**config.mk**
```make
export PLATFORM = sky130hd
export DESIGN_NAME = ysyx_22040237_ifu
export DESIGN_NICKNAME = d
export VERILOG_FILES = /design/src/rtl/ysyx_22040237_ifu_pkg.sv /design/src/rtl/ysyx_22040237_ifu.sv
export SDC_FILE = /design/constraint.sdc
export NUM_CORES = 1
export LEC_CHECK = 0
export ABC_AREA = 1
export CAP_MARGIN = 20
export CORE_UTILIZATION = 45
export CTS_BUF_LIST = sky130_fd_sc_hd__clkbuf_8
export CTS_CLUSTER_SIZE = 40
export DETAILED_ROUTE_END_ITERATION = 10
export DONT_BUFFER_PORTS = 1
export PLACE_DENSITY = 0.64
export SETUP_SLACK_MARGIN = 0.2
export SLEW_MARGIN = 20
export SYNTH_ARGS = -nofsm -noshare
export SYNTH_HDL_FRONTEND = slang
export SYNTH_SLANG_ARGS = --single-unit
```
**constraint.sdc**
```tcl
create_clock -name clk -period 2.6 [get_ports clk]
set_input_delay 0.52 -clock clk [delete_from_list [all_inputs] [get_ports clk]]
set_output_delay 0.52 -clock clk [all_outputs]
set_load 0.02 [all_outputs]
```
**src/rtl/ysyx_22040237_ifu_pkg.sv**
```systemverilog
// ---------------------------------------------------------------------------
// ysyx_22040237_ifu_pkg
//   Shared definitions for the instruction fetch unit. The decode stage and the
//   fetch testbench also use them.
//   - ifu_state_e  : fetch FSM encoding (BOOT/REQ/WAIT/HOLD, 2 bits)
//   - IFU_RESET_PC : default architectural PC after reset
//   - IFU_ZERO_INST: instruction word presented alongside an access fault
//   - IFU_PC_INC   : sequential PC step (one 32-bit instruction word)
// ---------------------------------------------------------------------------
package ysyx_22040237_ifu_pkg;

  typedef enum logic [1:0] {
    IFU_BOOT = 2'd0,  // one settling cycle after reset release
    IFU_REQ  = 2'd1,  // request to instruction memory is being offered
    IFU_WAIT = 2'd2,  // request accepted, response outstanding
    IFU_HOLD = 2'd3   // instruction buffered and presented to decode
  } ifu_state_e;

  localparam logic [63:0] IFU_RESET_PC  = 64'h0000_0000_8000_0000;
  localparam logic [31:0] IFU_ZERO_INST = 32'h0000_0000;
  localparam int unsigned IFU_PC_INC    = 4;

endpackage

```
**src/rtl/ysyx_22040237_ifu.sv**
```systemverilog
// ---------------------------------------------------------------------------
// ysyx_22040237_ifu
//   Instruction fetch unit. Owns the architectural PC, fetches one word at a
//   time from instruction memory and hands {pc, inst} to decode. Redirects
//   from decode/execute replace the PC; any fetch already in flight for the
//   old PC is marked stale with a single kill bit and its response is dropped.
//
// Handshake rule (both request and output channels): a transfer happens in
//   the cycle where valid and ready are both 1 at the rising clock edge. Once
//   valid is raised, the payload stays stable until that transfer. The one
//   exception is the output channel on a redirect: the buffered instruction
//   is withdrawn because it is on the wrong path.
//
// Ports
//   clk, rst           clock (rising edge), asynchronous active-low reset
//   imem_req_valid     fetch request valid (register driven)
//   imem_req_ready     memory accepts the request
//   imem_req_addr      word-aligned fetch address (register driven)
//   imem_resp_valid    response strobe; memory never stalls it
//   imem_resp_data     fetched instruction
//   imem_resp_err      access fault for this response
//   out_valid          {out_pc, out_inst, out_fault} valid to decode
//   out_ready          decode consumes the instruction
//   out_pc/out_inst    presented PC and instruction (register driven)
//   out_fault          presented instruction faulted; out_inst is zero
//   redirect_valid     single-cycle redirect strobe
//   redirect_pc        redirect target (low two bits ignored)
//   dbg_state_o        current FSM state for observation
// ---------------------------------------------------------------------------
module ysyx_22040237_ifu
  import ysyx_22040237_ifu_pkg::*;
#(
  parameter int unsigned     PC_W     = 64,
  parameter int unsigned     INST_W   = 32,
  parameter logic [PC_W-1:0] RESET_PC = PC_W'(IFU_RESET_PC)
) (
  input  logic              clk,
  input  logic              rst,
  output logic              imem_req_valid,
  input  logic              imem_req_ready,
  output logic [PC_W-1:0]   imem_req_addr,
  input  logic              imem_resp_valid,
  input  logic [INST_W-1:0] imem_resp_data,
  input  logic              imem_resp_err,
  output logic              out_valid,
  input  logic              out_ready,
  output logic [PC_W-1:0]   out_pc,
  output logic [INST_W-1:0] out_inst,
  output logic              out_fault,
  input  logic              redirect_valid,
  input  logic [PC_W-1:0]   redirect_pc,
  output ifu_state_e        dbg_state_o
);

  ifu_state_e        state_q, state_d;
  logic [PC_W-1:0]   pc_q, pc_d;
  logic [PC_W-1:0]   req_addr_q, req_addr_d;
  logic              kill_q, kill_d;
  logic [PC_W-1:0]   out_pc_q, out_pc_d;
  logic [INST_W-1:0] out_inst_q, out_inst_d;
  logic              out_fault_q, out_fault_d;

  logic [PC_W-1:0]   redirect_tgt;
  logic              resp_take;

  // Targets are forced onto a word boundary.
  assign redirect_tgt = {redirect_pc[PC_W-1:2], 2'b00};

  // A response is only meaningful while a request is outstanding; responses
  // seen in any other state (e.g. a leftover from before a reset) are ignored.
  assign resp_take = (state_q == IFU_WAIT) && imem_resp_valid;

  // -------------------------------------------------------------------------
  // State register and datapath registers
  // -------------------------------------------------------------------------
  always_ff @(posedge clk or negedge rst) begin
    if (!rst) begin
      state_q     <= IFU_BOOT;
      pc_q        <= RESET_PC;
      req_addr_q  <= RESET_PC;
      kill_q      <= 1'b0;
      out_pc_q    <= '0;
      out_inst_q  <= '0;
      out_fault_q <= 1'b0;
    end else begin
      state_q     <= state_d;
      pc_q        <= pc_d;
      req_addr_q  <= req_addr_d;
      kill_q      <= kill_d;
      out_pc_q    <= out_pc_d;
      out_inst_q  <= out_inst_d;
      out_fault_q <= out_fault_d;
    end
  end

  // -------------------------------------------------------------------------
  // Next-state logic
  // -------------------------------------------------------------------------
  always_comb begin
    state_d = state_q;
    case (state_q)
      IFU_BOOT: state_d = IFU_REQ;
      IFU_REQ: begin
        if (imem_req_ready) state_d = IFU_WAIT;
      end
      IFU_WAIT: begin
        // A stale response (killed earlier, or made stale by a redirect in
        // this very cycle) is dropped and the fetch restarts at the new pc.
        if (imem_resp_valid) begin
          state_d = (kill_q || redirect_valid) ? IFU_REQ : IFU_HOLD;
        end
      end
      IFU_HOLD: begin
        // Consumption and redirect both leave HOLD; a redirect without
        // consumption discards the wrong-path instruction.
        if (out_ready || redirect_valid) state_d = IFU_REQ;
      end
      default: state_d = IFU_BOOT;
    endcase
  end

  // -------------------------------------------------------------------------
  // PC, kill bit, request address and output buffer
  // -------------------------------------------------------------------------
  always_comb begin
    pc_d        = pc_q;
    kill_d      = kill_q;
    req_addr_d  = req_addr_q;
    out_pc_d    = out_pc_q;
    out_inst_d  = out_inst_q;
    out_fault_d = out_fault_q;

    // The last redirect always wins. When decode consumes the jump in the
    // same cycle the redirect still takes priority over the sequential step.
    if (redirect_valid) begin
      pc_d = redirect_tgt;
    end else if ((state_q == IFU_HOLD) && out_ready) begin
      pc_d = pc_q + PC_W'(IFU_PC_INC);
    end

    // Kill marks a request for the old pc that is either still being offered
    // (it must complete with a stable address) or already outstanding. Any
    // response clears it, because that response is the stale one.
    if (resp_take) begin
      kill_d = 1'b0;
    end else if (redirect_valid &&
                 ((state_q == IFU_REQ) || (state_q == IFU_WAIT))) begin
      kill_d = 1'b1;
    end

    // A good response is captured; pc_q still equals the fetched address
    // because any redirect since the request would have set kill.
    if (resp_take && !kill_q && !redirect_valid) begin
      out_pc_d    = pc_q;
      out_fault_d = imem_resp_err;
      out_inst_d  = imem_resp_err ? INST_W'(IFU_ZERO_INST) : imem_resp_data;
    end

    // The request address is loaded only on entry to REQ, so it cannot move
    // while a request is being offered, even if pc changes underneath it.
    if ((state_d == IFU_REQ) && (state_q != IFU_REQ)) begin
      req_addr_d = pc_d;
    end
  end

  // -------------------------------------------------------------------------
  // Outputs: decoded from registers only
  // -------------------------------------------------------------------------
  always_comb begin
    imem_req_valid = (state_q == IFU_REQ);
    imem_req_addr  = req_addr_q;
    out_valid      = (state_q == IFU_HOLD);
    out_pc         = out_pc_q;
    out_inst       = out_inst_q;
    out_fault      = out_fault_q;
    dbg_state_o    = state_q;
  end

endmodule

```
==> results of run 1 <==
## cell families after synthesis
logic type / count (synthesis)
buffers and inverters: 153
AO/OA/AOI/OAI: 150
XOR/XNOR: 23
AND/OR/NAND/NOR: 757
flip-flops: 228
adder cells (fa/ha/maj): 6
## worst max path at each step
stage,to,slack (ns),start
after global routing,imem_req_addr[56],0.22,dbg_state_o[0]
final,imem_req_addr[56],0.43,dbg_state_o[0]
after CTS,imem_req_addr[35],0.28,dbg_state_o[0]
after detailed placement,imem_req_addr[35],0.33,dbg_state_o[0]
after floorplan,pc_q[56],0.45,dbg_state_o[1]
after global placement,imem_req_addr[35],0.39,out_ready
## metrics by stage
stage	instance area [um^2]	hold WS (ns)	setup slack [ns]
after floorplan	10790	0.2244	0.4450
after global placement	11160	0.2302	0.3945
after detailed placement	11160	0.2299	0.3312
after CTS	11860	-0.3594	0.2827
after global routing	11870	-0.3495	0.2243
final	11870	-0.3238	0.4304
## metal layers
metal	vias to the layer above	share of wire	wire length [um]
met5	-	0	0
met4	0	0.017	537
met3	45	0.099	3209
met2	340	0.44	14210
met1	4250	0.44	14310
li1	4230	-	-
## flip-flops by register name, summed over array words and instances, names as in the netlist
name           flops
dbg_state_o        2
pc_q              64
imem_req_addr     64
kill_q             1
out_fault          1
out_inst          32
out_pc            64
## cells in the mapped netlist (all sizes together)
library cell,instances
nor3,13
a31oi,13
clkbuf,24
xor2,23
nand3,81
nor3b,2
buf,26
o211ai,3
a21oi,3
a21boi,12
o21a,1
dfrtp,226
nor2,130
or2,16
nand3b,1
nand2,484
inv,102
clkinv,1
o31ai,1
and2,5
nand4,25
ha,6
o21ai,85
a22o,32
dfstp,2
## timing repair
| action | in CTS | in global routing |
|---|---|---|
| endpoints found under the setup margin | 0 | 36 |
| hold endpoints to repair | 228 | 228 |
| gates resized for setup | 0 | 5 |
## layout make-up
type / instances / area share
Timing Repair Buffer: 18 / 0.01455
Antenna cell: 1 / 0.0002108
Inverter: 103 / 0.03310
Sequential cell: 228 / 0.4809
Tap cell: 319 / 0.03363
Clock buffer: 47 / 0.05450
Multi-Input combinational cell: 936 / 0.3789
Clock inverter: 13 / 0.004216
## power groups by stage
stage	clock network (W)	logic, W	registers [W]
after CTS	0.00309	0.00265	0.00669
after detailed placement	0	0.00263	0.00673
after global routing	0.00324	0.00300	0.00683
final	0.00302	0.00262	0.00668
after global placement	0	0.00255	0.00672
after floorplan	0	0.00195	0.00642
==> reports/metrics.cfg, run 1 <==
[synth]
netlist_area_mm2=0.01079
synth_area_leaders=dfrtp_1 (52%), nand2_1 (17%), nor2_1 (3.7%), nand3_1 (3.7%), inv_1 (3.4%)
synth_xor_xnor_area_share=0.01866
synth_top_family_by_area=simple AND/OR/NAND/NOR gates
synth_fa_ha_area_frac=0.006956
synth_cell_types=42
synth_simple_gate_area_frac=0.3018
ys.warnings.count=0
synthesis.nets=1426
yosysTopAreaCell=dfrtp_1
synthMuxAreaShare=0
ys_seq_area_frac=0.5289
ys_ff_latch=228
synth_compound_gate_area_share=0.08753
avgSynthCellArea_um2=8.195
netlist.area_leader.share=0.5240
synthCells=1317

[placement]
place.gp.congestion=0.8985
port_buffers=0
dp.cells=1604
dp_hpwl_um=23860

[sta]
fin_setup_tns_ns=0
tightest_slew_ns=0.5641
rsz0062_at_grt=no
relSlewSlack=0.6240
max_freq_ghz=0.4609
hold_viol_final=227
hold_slack_ns=-0.3238
final.min_clock_period_ns=2.170
fin_crit_sh=0.8345
finalSetupViolCount=0
finalMaxSlewViolations=0
finalClockSkew_ns=0.03162

[layout]
final_cell_mix=nand2_1 (475), dfrtp_1 (226), inv_1 (108), nor2_1 (106), nand3_1 (79)
register_area_mm2=0.005708
layout_commonest_cell=nand2_1
drive_gt1_frac=0.09740
nNetsFinal=1435
n_fill_cell=2352
stdcell_count=1665
synthToLayoutAreaGrowth_pct=9.981
multi_input_area_mm2=0.004498
utilization=0.5057

[clock_network]
clkLatencyLatePin_ns=0.54
clk_pin_slew_ns=0.06
ctsRootBufferMaster=clkbuf_8
clock-sinks=228
cts_tree=yes
post_cts_buffers=0
cts_max_level=2
cts_max_path_buffers=3
cts_made_buffers=39

[global_routing]
grt_util_met1=0.3605
grt_pass1_vias=8753
grt_util_met3=0.07920
grt_usage=0.2646
top_usage_layer=met2
grt.overflow.total=0
grt_max_degree=229
use_met2=0.4099
antenna_found_initial=1
grt_pass1_wl_um=49030

[critical_path]
worst_path_dominant_cell_family=simple AND/OR/NAND/NOR gates
slowest_delay_ns=0.36
required_ns=3.01
path_cells=ha_1 -> nand2_2 -> buf_4 -> nor2_4 -> nand2_2 -> nor2_4 -> nand2_2 -> nor2_4 -> nand3_1 -> nand2_1 -> nand3_1 -> nand3_1 -> nand2_1
reg2reg_from=dbg_state_o[0]
reg2reg_to=imem_req_addr[56]
critPathBufInv=1
cp.depth=13
path_class=reg2reg
worstSetupStartpointType=flip-flop
critPathSlowestCell=dfrtp_1
r2r_setup_slack_ns=0.43
worstSetupEndpointType=flip-flop
cp_max_fo=5
critPathArrivalTime_ns=2.58
worstRegToRegCells=13

[power]
seq_power_share=0.542
p_int_w=0.007220
p_sw_w=0.005090
ir_drop_v=0.0005316
leakagePower_nw=5.817
pwr-share-comb=0.213
swShare=0.4135
total_power_w=0.01231
clkPwrFrac=0.245
p_per_area_mw_per_mm2=1037

[floorplan]
start_util=0.4598
die_w_um=156.9
fp.coreArea_mm2=0.02347
dieArea_mm2=0.02461
die_y_um=156.9
fp-row-count=56
ios=268

[route]
drc=0
first_pass_iters=5
detailedRoute.firstIterationViolations=667
routed_wl_um=32280
vias=8865
wl_per_cell_um=19.38
viasPerCell=5.324
ant_nets=0

[status]
violations=negative hold slack
status=finished, violations left

[hold_path]
min_path_type=in2async

[job]
cap_violations=0

No activity file was read; power rests on OpenSTA's default activity.
==> run 2: changes to the inputs <==
--- a/config.mk
+++ b/config.mk
@@ -12,7 +12,7 @@
 export CTS_CLUSTER_SIZE = 40
 export DETAILED_ROUTE_END_ITERATION = 10
 export DONT_BUFFER_PORTS = 1
-export PLACE_DENSITY = 0.64
+export PLACE_DENSITY = 0.66
 export SETUP_SLACK_MARGIN = 0.2
 export SLEW_MARGIN = 20
 export SYNTH_ARGS = -nofsm -noshare
==> constraint.sdc (replaced) <==
create_clock -name clk -period 1.85 [get_ports clk]
set_input_delay 0.37 -clock clk [delete_from_list [all_inputs] [get_ports clk]]
set_output_delay 0.37 -clock clk [all_outputs]
set_load 0.02 [all_outputs]
==> reports/metrics.cfg, run 2 (synthesis results as in run 1) <==
[layout]
n_fill_cell=1668  ; -29%
synthToLayoutAreaGrowth_pct=50.89
layout_commonest_cell=nand2_1
utilization=0.6938  ; +0.1881
stdcell_area_mm2=0.01629  ; +37%
nNetsFinal=1691  ; +18%
drive_gt1_frac=0.4022  ; +0.3048
final_cell_mix=nand2_1 (322), dfrtp_1 (219), buf_4 (131), nand2_2 (120), inv_1 (105)

[critical_path]
critPathArrivalTime_ns=2.49  ; -0.09 ns
slowest_delay_ns=0.41  ; +0.05 ns
critPathSlowestCell=dfrtp_2
required_ns=2.31  ; -0.70 ns
reg2reg_from=dbg_state_o[0]
reg2reg_to=imem_req_addr[19]
critPathMostFrequentCell=nand2_2
r2r_setup_slack_ns=-0.17  ; -0.60 ns
critPathBufInv=2  ; +1
worstSetupEndpointType=flip-flop
worstRegToRegCells=12  ; -1
cp_max_fo=5  ; unchanged
worstSetupStartpointType=flip-flop
path_class=reg2reg
path_cells=ha_4 -> nand2_4 -> buf_12 -> buf_6 -> nor2_4 -> nand2_2 -> nor2_4 -> nand2_2 -> xor2_1 -> o21ai_2 -> nand2_2 -> nand2_1
worst_path_dominant_cell_family=simple AND/OR/NAND/NOR gates

[floorplan]
fp-row-count=56  ; unchanged
fp.coreArea_mm2=0.02347  ; unchanged
dieArea_mm2=0.02461  ; unchanged
ios=268  ; unchanged
die_w_um=156.9  ; unchanged
die_y_um=156.9  ; unchanged
start_util=0.4598  ; unchanged

[sta]
rsz0062_at_grt=yes
finalMaxSlewViolations=0  ; unchanged
fin_crit_sh=1.093  ; +0.2590
max_freq_ghz=0.4944  ; +7.3%
tightest_slew_ns=0.7563  ; +0.1923 ns
hold_slack_ns=-0.4662  ; -0.1424 ns
finalClockSkew_ns=0.03127  ; -0.0003524 ns
finalSetupViolCount=65  ; +65
final.min_clock_period_ns=2.023  ; -0.1468 ns
layout_setup_ws_ns=-0.1728  ; -0.6032 ns
hold_viol_final=227  ; unchanged
relSlewSlack=0.4958  ; -0.1282

[placement]
port_buffers=0  ; unchanged
placed_area_mm2=0.01215  ; +8.9%
place.gp.congestion=0.9310  ; +3.6%
dp_hpwl_um=25020  ; +4.8%

[job]
cap_violations=0  ; unchanged

[route]
vias=10600  ; +20%
ant_nets=0  ; unchanged
detailedRoute.firstIterationViolations=1058  ; +59%
wl_per_cell_um=21.47  ; +11%
routed_wl_um=41480  ; +29%
first_pass_iters=5  ; unchanged
viasPerCell=5.487  ; +3.0%
drc=0  ; unchanged

[global_routing]
grt_util_met1=0.3969  ; +0.03634
grt_max_degree=229  ; unchanged
grt_pass1_wl_um=55170  ; +13%
top_usage_layer=met2
grt_util_met3=0.08890  ; +0.009693
grt.overflow.total=0  ; unchanged
grt_usage=0.2972  ; +0.03267
grt_pass1_vias=9910  ; +13%
use_met2=0.4690  ; +0.05905
antenna_found_initial=4  ; +3

[clock_network]
cts_max_path_buffers=3  ; unchanged
ctsRootBufferMaster=clkbuf_8
cts_tree=yes
clock-sinks=228  ; unchanged
clkLatencyLatePin_ns=0.54  ; about the same
cts_max_level=2  ; unchanged
cts_made_buffers=40  ; +2.6%
clk_pin_slew_ns=0.07  ; about the same

[hold_path]
min_path_type=in2async

[power]
clkPwrFrac=0.207  ; -0.038
p_sw_w=0.008871  ; +74%
seq_power_share=0.445  ; -0.097
p_int_w=0.01262  ; +75%
ir_drop_v=0.0008469  ; +59%
swShare=0.4129  ; -0.0006288
p_per_area_mw_per_mm2=1319  ; +27%
leakagePower_nw=7.883  ; +36%
pwr-share-comb=0.348  ; +0.135

[status]
status=finished, violations left
violations=negative hold slack, negative setup slack

==> run 2: changes by cell type in the layout (fill, tap and decap cells not counted), moves of 36 or more <==
cell / before / now
nand2_2: 7 / 120
nand2_1: 475 / 322
buf_4: 15 / 131
buf_6: 0 / 39
nand2_4: 2 / 41
nand3_1: 79 / 37
dlygate4sd3_1: 0 / 54
nand3_2: 2 / 38
nor2_1: 106 / 60
o21ai_0: 73 / 21
==> run 2: layout make-up <==
cell class,instances,area (um^2),share of cell area
antenna,2,5.005,0.0003073
clock buffer,49,674.4,0.04141
clock inverter,22,88.84,0.005455
inverter,103,442.9,0.02720
multi-input combinational,936,5933,0.3643
sequential,228,5717,0.3510
tap,319,399.1,0.02451
timing repair buffer,269,2969,0.1823
timing repair inverter,4,56.30,0.003457
==> run 2: how the worst max path moves through the flow <==
| stage | start | slack [ns] | cells past startpoint | to |
|---|---|---|---|---|
| after floorplan | dbg_state_o[1] | -0.04 | 12 | pc_q[56] |
| after global placement | dbg_state_o[1] | -0.10 | 12 | imem_req_addr[55] |
| after detailed placement | dbg_state_o[1] | -0.12 | 12 | imem_req_addr[39] |
| after CTS | dbg_state_o[1] | -0.03 | 12 | imem_req_addr[15] |
| after global routing | dbg_state_o[0] | -0.22 | 13 | imem_req_addr[28] |
| final | dbg_state_o[0] | -0.17 | 12 | imem_req_addr[19] |
==> run 2: power by group through the flow <==
| stage | Sequential, W | Combinational, W | Clock [W] |
|---|---|---|---|
| 6_report | 0.00956 | 0.00749 | 0.00444 |
| 5_1_grt | 0.00972 | 0.00803 | 0.00477 |
| 3_3_place_gp | 0.00945 | 0.00420 | 0 |
| 2_1_floorplan | 0.00904 | 0.00279 | 0 |
| 4_1_cts | 0.00941 | 0.00622 | 0.00452 |
| 3_5_place_dp | 0.00946 | 0.00430 | 0 |
==> run 2: layer usage <==
metal | share of wire | vias to the layer above
li1 | - | 4766
met1 | 0.40 | 5196
met2 | 0.47 | 552
met3 | 0.10 | 82
met4 | 0.027 | 4
met5 | 0.00055 | -
==> run 2: worst register-to-register path: cells and delay by family (launching register included) <==
kind | cells | cell delay [ns]
AO/OA/AOI/OAI | 1 | 0.16
XOR/XNOR | 1 | 0.18
adder cells (fa/ha/maj) | 1 | 0.17
buffers and inverters | 2 | 0.27
flip-flops | 1 | 0.41
AND/OR/NAND/NOR | 7 | 0.78
==> run 2: what timing repair did <==
action                                 CTS  global route
setup endpoints to repair              215           215
resized for setup                      210           318
pin swaps                               59           110
hold buffers                            52             3
setup buffers                           28            30
endpoints found under the hold margin  290           230
gates cloned                             7            20
==> run 2: stage by stage <==
stage	setup WS, ns	instances	power, W	TNS, ns	hold WS [ns]
2_1_floorplan	-0.04267	1317	0.01183	-0.1013	0.07441
3_3_place_gp	-0.1045	1719	0.01365	-2.231	0.08149
3_5_place_dp	-0.1185	1719	0.01375	-3.854	0.08161
4_1_cts	-0.02778	1877	0.02015	-0.1459	-0.4842
5_1_grt	-0.2193	1930	0.02252	-9.118	-0.5006
6_report	-0.1728	1932	0.02149	-3.197	-0.4662
